$ cat src/rtl/cpu_types_pkg.sv
// Shared CPU types: machine word, arbiter FSM encoding and the latched data-request record.
package cpu_types_pkg;

  typedef logic [31:0] word_t;

  localparam logic [1:0] ARB_IDLE = 2'd0;
  localparam logic [1:0] ARB_IACC = 2'd1;
  localparam logic [1:0] ARB_DACC = 2'd2;

  typedef enum logic [1:0] {
    IDLE = ARB_IDLE,
    IACC = ARB_IACC,
    DACC = ARB_DACC
  } arb_state_t;

  typedef struct packed {
    word_t addr;
    word_t data;
    logic  wr;
  } dmem_req_t;

endpackage

$ cat src/rtl/grant_streak_counter.sv
// Saturating count of back-to-back data grants taken while a fetch waits.
// force_fetch_o rises once the count reaches MAX_DSTREAK.
module grant_streak_counter #(
  parameter int MAX_DSTREAK = 4
) (
  input  logic CLK,
  input  logic nRST,
  input  logic clear_i,
  input  logic inc_i,
  output logic force_fetch_o
);

  localparam int CW = $clog2(MAX_DSTREAK + 1);
  localparam logic [CW-1:0] MAX_CNT = CW'(MAX_DSTREAK);

  logic [CW-1:0] streak_q;
  logic [CW-1:0] streak_d;

  always_comb begin
    streak_d = streak_q;
    if (clear_i) begin
      streak_d = '0;
    end else if (inc_i && (streak_q != MAX_CNT)) begin
      streak_d = streak_q + CW'(1);
    end
  end

  always_ff @(posedge CLK or negedge nRST) begin
    if (!nRST) begin
      streak_q <= '0;
    end else begin
      streak_q <= streak_d;
    end
  end

  assign force_fetch_o = (streak_q == MAX_CNT);

endmodule

$ cat src/rtl/mem_arbiter.sv
// Fetch/data arbiter for the single-ported unified RAM; data wins ties unless the
// streak counter forces a pending fetch through.
module mem_arbiter
  import cpu_types_pkg::*;
#(
  parameter int MAX_DSTREAK = 4
) (
  input  logic        CLK,
  input  logic        nRST,
  input  logic        iREN,
  input  logic [31:0] iaddr,
  output logic [31:0] iload,
  output logic        iwait,
  input  logic        dREN,
  input  logic        dWEN,
  input  logic [31:0] daddr,
  input  logic [31:0] dstore,
  output logic [31:0] dload,
  output logic        dwait,
  output logic        ramREN,
  output logic        ramWEN,
  output logic [31:0] ramaddr,
  output logic [31:0] ramstore,
  input  logic [31:0] ramload,
  input  logic        ram_ready
);

  arb_state_t state_q, state_d;
  word_t      iaddr_q, iaddr_d;
  dmem_req_t  dreq_q, dreq_d;

  logic d_req;
  logic i_done;
  logic d_done;
  logic force_fetch;

  assign d_req  = dREN | dWEN;
  assign i_done = (state_q == IACC) & ram_ready;
  assign d_done = (state_q == DACC) & ram_ready;

  // dREN together with dWEN is latched as a write.
  always_comb begin
    state_d = state_q;
    iaddr_d = iaddr_q;
    dreq_d  = dreq_q;
    case (state_q)
      IDLE: begin
        if (d_req && (!iREN || !force_fetch)) begin
          dreq_d  = '{addr: daddr, data: dstore, wr: dWEN};
          state_d = DACC;
        end else if (iREN) begin
          iaddr_d = iaddr;
          state_d = IACC;
        end
      end
      IACC: if (ram_ready) state_d = IDLE;
      DACC: if (ram_ready) state_d = IDLE;
      default: state_d = IDLE;
    endcase
  end

  always_ff @(posedge CLK or negedge nRST) begin
    if (!nRST) begin
      state_q <= IDLE;
      iaddr_q <= '0;
      dreq_q  <= '0;
    end else begin
      state_q <= state_d;
      iaddr_q <= iaddr_d;
      dreq_q  <= dreq_d;
    end
  end

  grant_streak_counter #(
    .MAX_DSTREAK(MAX_DSTREAK)
  ) u_streak (
    .CLK          (CLK),
    .nRST         (nRST),
    .clear_i      (i_done | (d_done & ~iREN)),
    .inc_i        (d_done & iREN),
    .force_fetch_o(force_fetch)
  );

  // Strobes decode straight from state so an async reset drops them immediately.
  assign ramREN   = (state_q == IACC) | ((state_q == DACC) & ~dreq_q.wr);
  assign ramWEN   = (state_q == DACC) & dreq_q.wr;
  assign ramstore = ramWEN ? dreq_q.data : '0;

  always_comb begin
    ramaddr = '0;
    if (state_q == IACC) begin
      ramaddr = iaddr_q;
    end else if (state_q == DACC) begin
      ramaddr = dreq_q.addr;
    end
  end

  // A master that withdrew its request mid-access gets no completion pulse.
  assign iwait = ~(i_done & iREN);
  assign dwait = ~(d_done & d_req);
  assign iload = (i_done & iREN) ? ramload : '0;
  assign dload = (d_done & d_req & ~dreq_q.wr) ? ramload : '0;

endmodule

$ cat config.mk
export PLATFORM = sky130hd
export DESIGN_NAME = mem_arbiter
export DESIGN_NICKNAME = d
export VERILOG_FILES = /design/src/rtl/cpu_types_pkg.sv /design/src/rtl/grant_streak_counter.sv /design/src/rtl/mem_arbiter.sv
export SDC_FILE = /design/constraint.sdc
export NUM_CORES = 1
export LEC_CHECK = 0
export ABC_AREA = 1
export BUFFER_PORTS_ARGS = -buffer_cell sky130_fd_sc_hd__buf_2
export CAP_MARGIN = 20
export CORE_ASPECT_RATIO = 1.75
export CORE_UTILIZATION = 42
export CTS_CLUSTER_DIAMETER = 120
export CTS_CLUSTER_SIZE = 14
export DETAILED_ROUTE_END_ITERATION = 10
export PLACE_DENSITY = 0.75
export SLEW_MARGIN = 20
export SYNTH_ARGS = -nofsm -noshare
export SYNTH_HDL_FRONTEND = slang
export SYNTH_SLANG_ARGS = --single-unit
$ cat constraint.sdc
create_clock -name CLK -period 1.8 [get_ports CLK]
set_input_delay 0.54 -clock CLK [delete_from_list [all_inputs] [get_ports CLK]]
set_output_delay 0.54 -clock CLK [all_outputs]
set_load 0.01 [all_outputs]
Word level (Yosys, flattened, before mapping):

Index checks and enable logic that the tools add are counted.
W data, S select, Z words.

* add/sub/neg operators: 1
* $mul: 0
* divide/modulo/power cells: 0
* order comparisons: 0
* equality and inequality tests: 6
* shifts and indexed selects: 0
* muxes and demuxes: 11
* bitwise operators: 17
* reductions and logical operators: 11

Operators by type and width (number)
* $mux W32: 5
* $and A1 B1 Y1: 9
* $mux W2: 3
* $mux W3: 2
* $ne A3 B3 Y1 const B: 2
* $not A1 Y1: 5
* $pmux W2 S2: 1
* $reduce_and A2 Y1: 2
* $add A3 B1 Y3 const B: 1
* $eq A3 B3 Y1 const B: 1
* $or A1 B1 Y1: 3
* $reduce_and A3 Y1: 1
* $eq A2 B1 Y1 const B: 1
* $eq A2 B2 Y1 const B: 1
* $logic_and A1 B1 Y1: 2
* $logic_not A1 Y1: 2
* $logic_not A2 Y1: 1
* $ne A2 B1 Y1 const B: 1
* $reduce_bool A2 Y1: 1
* $reduce_or A2 Y1: 1
* $logic_or A1 B1 Y1: 1

* register bits after elaboration: 102
* latch bits: 0
* memory bits (writable): 0
* memory bits (read-only): 0
* output and inout bits: 132
* word-level logic and storage cells: 52
* memories: 0

Depth between registers and ports, before layout:

Gate-level depths: netlist (run 1).

* depth in word-level cells: 6
* gate-level depth with buffers: 10

By module:

A second synthesis (run 1) with hierarchy kept.

* cell total of the unflattened synthesis: 690
* area, all modules: 5206.2 um^2

By module, submodules not included
* mem_arbiter: times used 1, cells each 665, area an instance 5021.1 um^2, seq. area each 2477.4 um^2
* grant_streak_counter: times used 1, cells each 25, area an instance 185.2 um^2, seq. area each 75.1 um^2

Worst setup path after synthesis (run 1):

No wires, ideal clock.

* path kind: reg-to-output
* from: register state_q[0]
* to: output dload[11]
* data arrival time: 1.522 ns
* slack: -0.262 ns
* stages on the path, launching flop included: 11
* cell sequence: dfrtp_1 > inv_1 > ha_1 > buf_4 > nand2_2 > inv_2 > nand2_2 > or2_1 > buf_6 > buf_6 > nor2_1

* word-level cells in the longest chain between the ends: 5

RTL lines
* from (decl): RTL line mem_arbiter.sv:28 `arb_state_t state_q, state_d;`
* from (signal assigned): RTL line mem_arbiter.sv:68 `state_q <= state_d;`
* $eq A2 B2 Y1: RTL line mem_arbiter.sv:39 `assign d_done = (state_q == DACC) & ram_ready;`
* $and A1 B1 Y1: RTL line mem_arbiter.sv:39
* $and A1 B1 Y1 (2 in series): RTL line mem_arbiter.sv:102 `assign dload = (d_done & d_req & ~dreq_q.wr) ? ramload : '0;`
* $mux W32: RTL line mem_arbiter.sv:102
* to (decl): RTL line mem_arbiter.sv:18 `output logic [31:0] dload,`

Every way passes these cells.

Final worst setup path (run 1):

* from: register state_q[0]
* to: output iload[23]

* word-level cells in the longest chain between the ends: 4

RTL lines
* $eq A2 B1 Y1: RTL line mem_arbiter.sv:38 `assign i_done = (state_q == IACC) & ram_ready;`
* $and A1 B1 Y1: RTL line mem_arbiter.sv:38
* $and A1 B1 Y1: RTL line mem_arbiter.sv:101 `assign iload = (i_done & iREN) ? ramload : '0;`
* $mux W32: RTL line mem_arbiter.sv:101
* to (decl): RTL line mem_arbiter.sv:12 `output logic [31:0] iload,`

Every way passes these cells.

==> run_results.csv, run 1 <==
group,metric,value,unit
place,port_buffers,265,
sta,fin_hold_ws,0.2556,ns
route,drtIter0Drc,593,
cts,root_buffer,"clkbuf_16",
pwr,switching_power,6.514,mW
die,num_rows,53,
sta,tightest_slew,0.5616,ns
die,dieArea,0.01307,mm2
logic_synthesis,ys_seq_area_share,48.25,%
sta,fin_ws,-0.7576,ns
critical_path,worst-setup-path-type,"flop to primary output",
sta,slew_headroom,62.56,%
min_path,hp-class,"primary input to asynchronous set/reset pin",
cts,cts-htree-levels,3,
layout,finalNonFillerCells,1231,
die,start_util,43.59,%
place,place_inst,1165,
route,drcViolationCount,0,
route,vias_per_cell,5.387,
sta,rsz0062_at_grt,"yes",
pwr,internal-power,8.365,mW
cts,ctsHoldBuffers,0,
pwr,leakage,5.138,nW
cts,cts_tree,"done",
place,finalWeightedCongestion,0.8360,
logic_synthesis,netlist_area,0.005290,mm2
sta,finalHoldViolCount,0,
pwr,finalPower,14.88,mW
logic_synthesis,synth_fp_nets,890,
route,dr.pass1.iters,6,
cts,clk_latency,0.35,ns
route,wl,25290,um
logic_synthesis,post_synth.cell_area_avg,7.044,um2
pwr,seqPwrFrac,28.9,%
sta,fin_skew,0.007658,ns
flow_run,drv_cap,0,
critical_path,startpoint_type,"flop",
die,core_area,0.01214,mm2
cts,clk_pin_slew,0.08,ns
critical_path,critPathArrivalTime,2.02,ns
route,routedWlPerCell,20.54,um
sta,finalCriticalPeriod,2.558,ns
sta,drv_slew,0,
place,dp_hpwl,12620,um
global_routing,grt_max_degree,103,
die,io_pins,266,
sta,maxClockFrequency,391.0,MHz
pwr,power_density,1600,mW/mm2
route,vias,6632,
pwr,netSwitchingFraction,43.78,%
die,die_h,150.5,um
outcome,violations,"negative setup slack",
route,ant_nets,0,
logic_synthesis,synth.largest_area_cell,"dfrtp_1",
logic_synthesis,synth_cell_type_count,18,
pwr,p_comb_share,57.0,%
logic_synthesis,synthCells,751,
die,die_w,86.84,um
outcome,status,"complete, but fails checks",
sta,fin_crit_sh,142.1,%
critical_path,end_kind,"primary output",
global_routing,grt-ovfl-total,0,
cts,numCtsBuffers,9,
layout,area_growth,75.78,%
layout,fin_util,76.63,%
global_routing,grt_use_total,33.17,%
logic_synthesis,synth_top_area_share,48.25,%
global_routing,grt_pass1_wl,32440,um
global_routing,grt_pass1_vias,6293,
logic_synthesis,synth-seq-cells,102,
global_routing,antenna_found_initial,8,
cts,clk_path_buf_depth,2,
cts,clock_sinks,102,
critical_path,crit_fanout,7,
pwr,clockPowerShare,14.1,%
pwr,vdd_drop_max,0.9570,mV
layout,drive_above_1_share,46.46,%
logic_synthesis,synth_warnings,0,
critical_path,cp.required,1.26,ns
logic_synthesis,synthTopCellsByArea,"dfrtp_1 48%, nand2_1 24%, nor2_1 6.4%",
sta,setup-violations-final,132,
layout,nets,1193,
layout,fillCellCount,784,
## per-stage QoR
step	cell area [um2]	setup TNS [ns]	setup slack, ns
final	9299	-75.86	-0.7576
after global routing	9291	-82.98	-0.8035
after CTS	8723	-98.29	-0.5789
after detailed placement	7332	-19.69	-0.2418
after global placement	7332	-18.86	-0.2296
after floorplan	5733	-7.327	-0.2329
## power groups by stage
| stage | clock network (mW) | logic, mW | registers, mW |
|---|---|---|---|
| 6_report | 2.10 | 8.48 | 4.30 |
| 5_1_grt | 2.21 | 9.09 | 4.39 |
| 3_5_place_dp | 0 | 5.55 | 4.10 |
| 3_3_place_gp | 0 | 5.45 | 4.06 |
| 4_1_cts | 2.09 | 7.06 | 4.09 |
| 2_1_floorplan | 0 | 3.63 | 3.94 |
## layout make-up
class                   instances  area (um2)  area share, %
clock inverters                 7       91.34         0.9822
inverters                      78       312.8          3.364
multi-input cells             523        2988          32.13
clock buffers                   9       225.2          2.422
flip-flops and latches        102        2554          27.46
well taps                     165       206.4          2.220
diodes                          7       17.52         0.1884
repair buffers                340        2904          31.23
## layer usage
| layer | GRT usage [%] | part of all wire [%] | vias up |
|---|---|---|---|
| li1 | - | - | 2886 |
| met4 | 22.83 | 6.9 | 6 |
| met3 | 8.279 | 9.1 | 156 |
| met1 | 33.26 | 32 | 3115 |
| met2 | 58.98 | 52 | 469 |
| met5 | 0 | 0.18 | - |
## flip-flops by register name (all words and copies together) (netlist names)
signal	count
dreq_q	65
iaddr_q	32
u_streak.streak_q	3
state_q	2
## cell usage after synthesis (all sizes together)
library cell,instances
buf,27
clkbuf,21
dfrtp,102
ha,5
inv,78
nand2,339
nand3,41
nand4,32
nor2,100
o21ai,4
or2,1
xor2,1
## cell usage in the layout, fill, tap and decap left out, types with 12 or more instances in the layout
| cell | n |
|---|---|
| nor2_4 | 56 |
| buf_6 | 75 |
| nand3_2 | 19 |
| inv_1 | 71 |
| nand4_1 | 32 |
| nand2_1 | 315 |
| nor2_2 | 12 |
| nor2_1 | 32 |
| dfrtp_1 | 101 |
| clkbuf_16 | 14 |
| buf_4 | 31 |
| buf_12 | 21 |
| nand3_4 | 12 |
| buf_2 | 197 |
| nand2_2 | 20 |
## final timing paths
kind	start	to	slack (ns)	depth (start not counted)
setup reg to reg	state_q[0]$_DFFE_PN0P_	dreq_q[37]$_DFFE_PN0P_	0.02	10
setup / recovery	state_q[0]$_DFFE_PN0P_	iload[23]	-0.76	9
max in group asynchronous	nRST	state_q[1]$_DFFE_PN0P_	1.10	2
min in group CLK	daddr[15]	dreq_q[48]$_DFFE_PN0P_	0.38	3
hold reg to reg	iaddr_q[19]$_DFFE_PN0P_	iaddr_q[19]$_DFFE_PN0P_	0.47	2
hold / removal	nRST	dreq_q[32]$_DFFE_PN0P_	0.26	2
## cells by family (layout without fill, tap and decap cells)
family | count (synthesis) | after routing | synth area share, %
fa+ha+maj | 5 | 5 | 1.183
flops | 102 | 102 | 48.25
buf+inv | 126 | 434 | 10.29
other cells | 0 | 7 | 0
simple gates | 513 | 513 | 39.74
xor+xnor | 1 | 1 | 0.1656
compound gates | 4 | 4 | 0.3784
## critical path, cell delays in order (launching register included)
cell and delay, ns:
dfrtp_1 0.37, buf_4 0.12, buf_4 0.11, ha_4 0.16
nand2_2 0.09, inv_4 0.09, nand2_8 0.09, buf_12 0.17
nor2_2 0.23, buf_2 0.21
## timing repair
action / CTS / global route
gates cloned: 11 / 6
setup buffers: 23 / 11
endpoints found under the hold margin: 0 / 0
gates resized for setup: 116 / 87
pin swaps: 6 / 30
setup endpoints to repair: 132 / 231
Note: power is estimated with default switching activity, not from simulation.
==> run 2, diff against run 1 <==
--- a/config.mk
+++ b/config.mk
@@ -6,7 +6,7 @@
 export NUM_CORES = 1
 export LEC_CHECK = 0
 export ABC_AREA = 1
-export BUFFER_PORTS_ARGS = -buffer_cell sky130_fd_sc_hd__buf_2
+export BUFFER_PORTS_ARGS = -buffer_cell sky130_fd_sc_hd__buf_4
 export CAP_MARGIN = 20
 export CORE_ASPECT_RATIO = 1.75
 export CORE_UTILIZATION = 42
==> run 2 against run 1 <==
The run still ends with negative setup slack left; non-clock buffer count decreased by 5; clock power increased by 11%; first-iteration DRC count is 4.9% lower; final area is 7.8% higher; global-route usage decreased by 1.1 points; utilization grew 6.0 points; clock skew grew 0.0026 ns; sequential cell count is the same; setup slack better by 0.13 ns; critical endpoint is now dload[20]; largest cell class is now non-clock buffers.
==> run_results.csv, run 2 (same netlist as run 1, synthesis figures left out) <==
group,metric,value,unit
pwr,switching_power,6.707,mW
layout,largestRegisters,"dreq_q x65, iaddr_q x32, u_streak.streak_q x3",
pwr,vdd_drop_max,0.9276,mV
cts,cts_tree,"done",
global_routing,grt_use_total,32.06,%
cts,clk_latency,0.36,ns
route,vias,6596,
die,num_rows,53,
outcome,status,"complete, but fails checks",
die,die_h,150.5,um
sta,fin_ws,-0.6294,ns
sta,drv_slew,0,
global_routing,met1_usage,32.57,%
layout,drive_above_1_share,47.15,%
place,finalWeightedCongestion,0.8209,
pwr,seqPwrFrac,27.3,%
outcome,violations,"negative setup slack",
pwr,p_comb_share,57.8,%
pwr,leakage,5.269,nW
critical_path,worst-setup-path-type,"flop to primary output",
cts,numCtsBuffers,9,
flow_run,drv_cap,0,
critical_path,r2r_slack,-0.04,ns
route,vias_per_cell,5.407,
pwr,power_density,1558,mW/mm2
die,die_w,86.84,um
critical_path,endpoint,"dload[20]",
route,dr.pass1.iters,5,
layout,fillCellCount,639,
route,drtIter0Drc,564,
global_routing,grt_pass1_wl,31640,um
cts,root_buffer,"clkbuf_16",
sta,fin_crit_sh,135.0,%
global_routing,antenna_found_initial,0,
global_routing,grt-ovfl-total,0,
sta,slew_headroom,76.42,%
layout,nets,1188,
pwr,internal-power,8.916,mW
sta,setup-violations-final,135,
global_routing,grt_max_degree,45,
place,port_buffers,265,
critical_path,crit_fanout,8,
critical_path,critPathLaunch,"state_q[0]$_DFFE_PN0P_",
sta,rsz0062_at_grt,"yes",
critical_path,rr_worst_depth,9,
critical_path,critPathArrivalTime,1.89,ns
layout,register_area,0.002554,mm2
global_routing,use_met3,7.840,%
critical_path,cp.required,1.26,ns
sta,fin_skew,0.01029,ns
cts,clk_pin_slew,0.08,ns
cts,cts-htree-levels,3,
die,dieArea,0.01307,mm2
layout,largest_reg_flops,65,
global_routing,grt_pass1_vias,6271,
critical_path,end_kind,"primary output",
pwr,finalPower,15.62,mW
critical_path,startpoint_type,"flop",
route,routedWlPerCell,20.48,um
min_path,hp-class,"primary input to asynchronous set/reset pin",
sta,maxClockFrequency,411.6,MHz
route,ant_nets,0,
global_routing,grt_busiest_layer,"met2",
layout,top_register,"dreq_q",
route,wl,24990,um
sta,finalHoldViolCount,0,
route,drcViolationCount,0,
place,dp_hpwl,13140,um
pwr,netSwitchingFraction,42.93,%
cts,clock_sinks,102,
sta,tns,-68.34,ns
die,start_util,43.59,%
critical_path,reg2reg_from,"state_q[1]$_DFFE_PN0P_",
layout,area_growth,89.50,%
die,io_pins,266,
layout,multiInputGateArea,0.003085,mm2
place,place_ws,-0.2281,ns
layout,final_common_cell,"nand2_1",
layout,final_cell_mix,"319 x nand2_1, 185 x buf_4, 110 x buf_6, 101 x dfrtp_1, 91 x nor2_4",
critical_path,timing.rr.end,"dreq_q[23]$_DFFE_PN0P_",
sta,tightest_slew,0.3536,ns
global_routing,grt_util_met2,56.93,%
die,core_area,0.01214,mm2
sta,fin_hold_ws,0.05623,ns
sta,finalCriticalPeriod,2.429,ns
pwr,clockPowerShare,14.9,%
cts,clk_path_buf_depth,2,
==> run 2: changes by cell type in the layout (fill, tap and decap cells not counted), sizes merged <==
| cell | change |
|---|---|
| diode | -6 |
| clkbuf | +3 |
| clkinv | -2 |
| bufinv | +2 |
| buf | -8 |
==> run 2: area by class of cell <==
type | count | area share (%)
Tap cell | 165 | 2.059
Clock buffer | 9 | 2.247
Multi-Input combinational cell | 523 | 30.78
Antenna cell | 1 | 0.02496
Sequential cell | 102 | 25.47
Timing Repair Buffer | 335 | 35.00
Inverter | 78 | 3.145
Clock inverter | 7 | 1.273
==> run 2: per-layer routing <==
metal | wire [um] | part of all wire [%]
met5 | 0 | 0
met4 | 2026 | 8.1
met3 | 2187 | 8.8
met2 | 12530 | 50
met1 | 8246 | 33
==> run 2: worst min path at each step <==
stage          start                      to  slack (ns)  depth (start not counted)
6_report        nRST  dreq_q[12]$_DFFE_PN0P_        0.06                          1
5_1_grt         nRST  dreq_q[12]$_DFFE_PN0P_        0.06                          1
4_1_cts         nRST  dreq_q[12]$_DFFE_PN0P_        0.06                          1
3_5_place_dp    nRST   dreq_q[3]$_DFFE_PN0P_        0.43                          1
3_3_place_gp    nRST   dreq_q[3]$_DFFE_PN0P_        0.44                          1
2_1_floorplan   nRST   dreq_q[0]$_DFFE_PN0P_        0.24                          0
==> run 2: per-stage QoR <==
stage	area (um2)	utilization [%]	std cells
CTS	9326	76.85	1208
global route	10020	82.59	1219
floorplan	5733	-	751
detailed placement	8043	66.27	1170
finish	10020	82.61	1220
global placement	8043	66.27	1170
==> run 2: repair_timing <==
item / 4_1_cts / 5_1_grt
pin swaps: 8 / 20
setup endpoints to repair: 132 / 218
gates cloned: 8 / 8
hold buffers: 0 / 0
setup buffers: 15 / 5
resized for setup: 159 / 128
==> run 2: power by group through the flow <==
| stage | sequential, mW | combinational, mW | clock [mW] |
|---|---|---|---|
| after global routing | 4.36 | 9.61 | 2.44 |
| after floorplan | 3.94 | 3.63 | 0 |
| final | 4.26 | 9.03 | 2.33 |
| after global placement | 4.07 | 5.94 | 0 |
| after detailed placement | 4.10 | 6.04 | 0 |
| after CTS | 4.11 | 7.42 | 2.32 |
==> run 2: critical path, cell delays in order, from the launching register on <==
cell and delay [ns]:
dfrtp_1 0.40, inv_2 0.08, ha_4 0.14, nand2_4 0.05, inv_2 0.05, nand2_2 0.05
or2_4 0.32, buf_12 0.18, nor2_4 0.13, buf_6 0.11
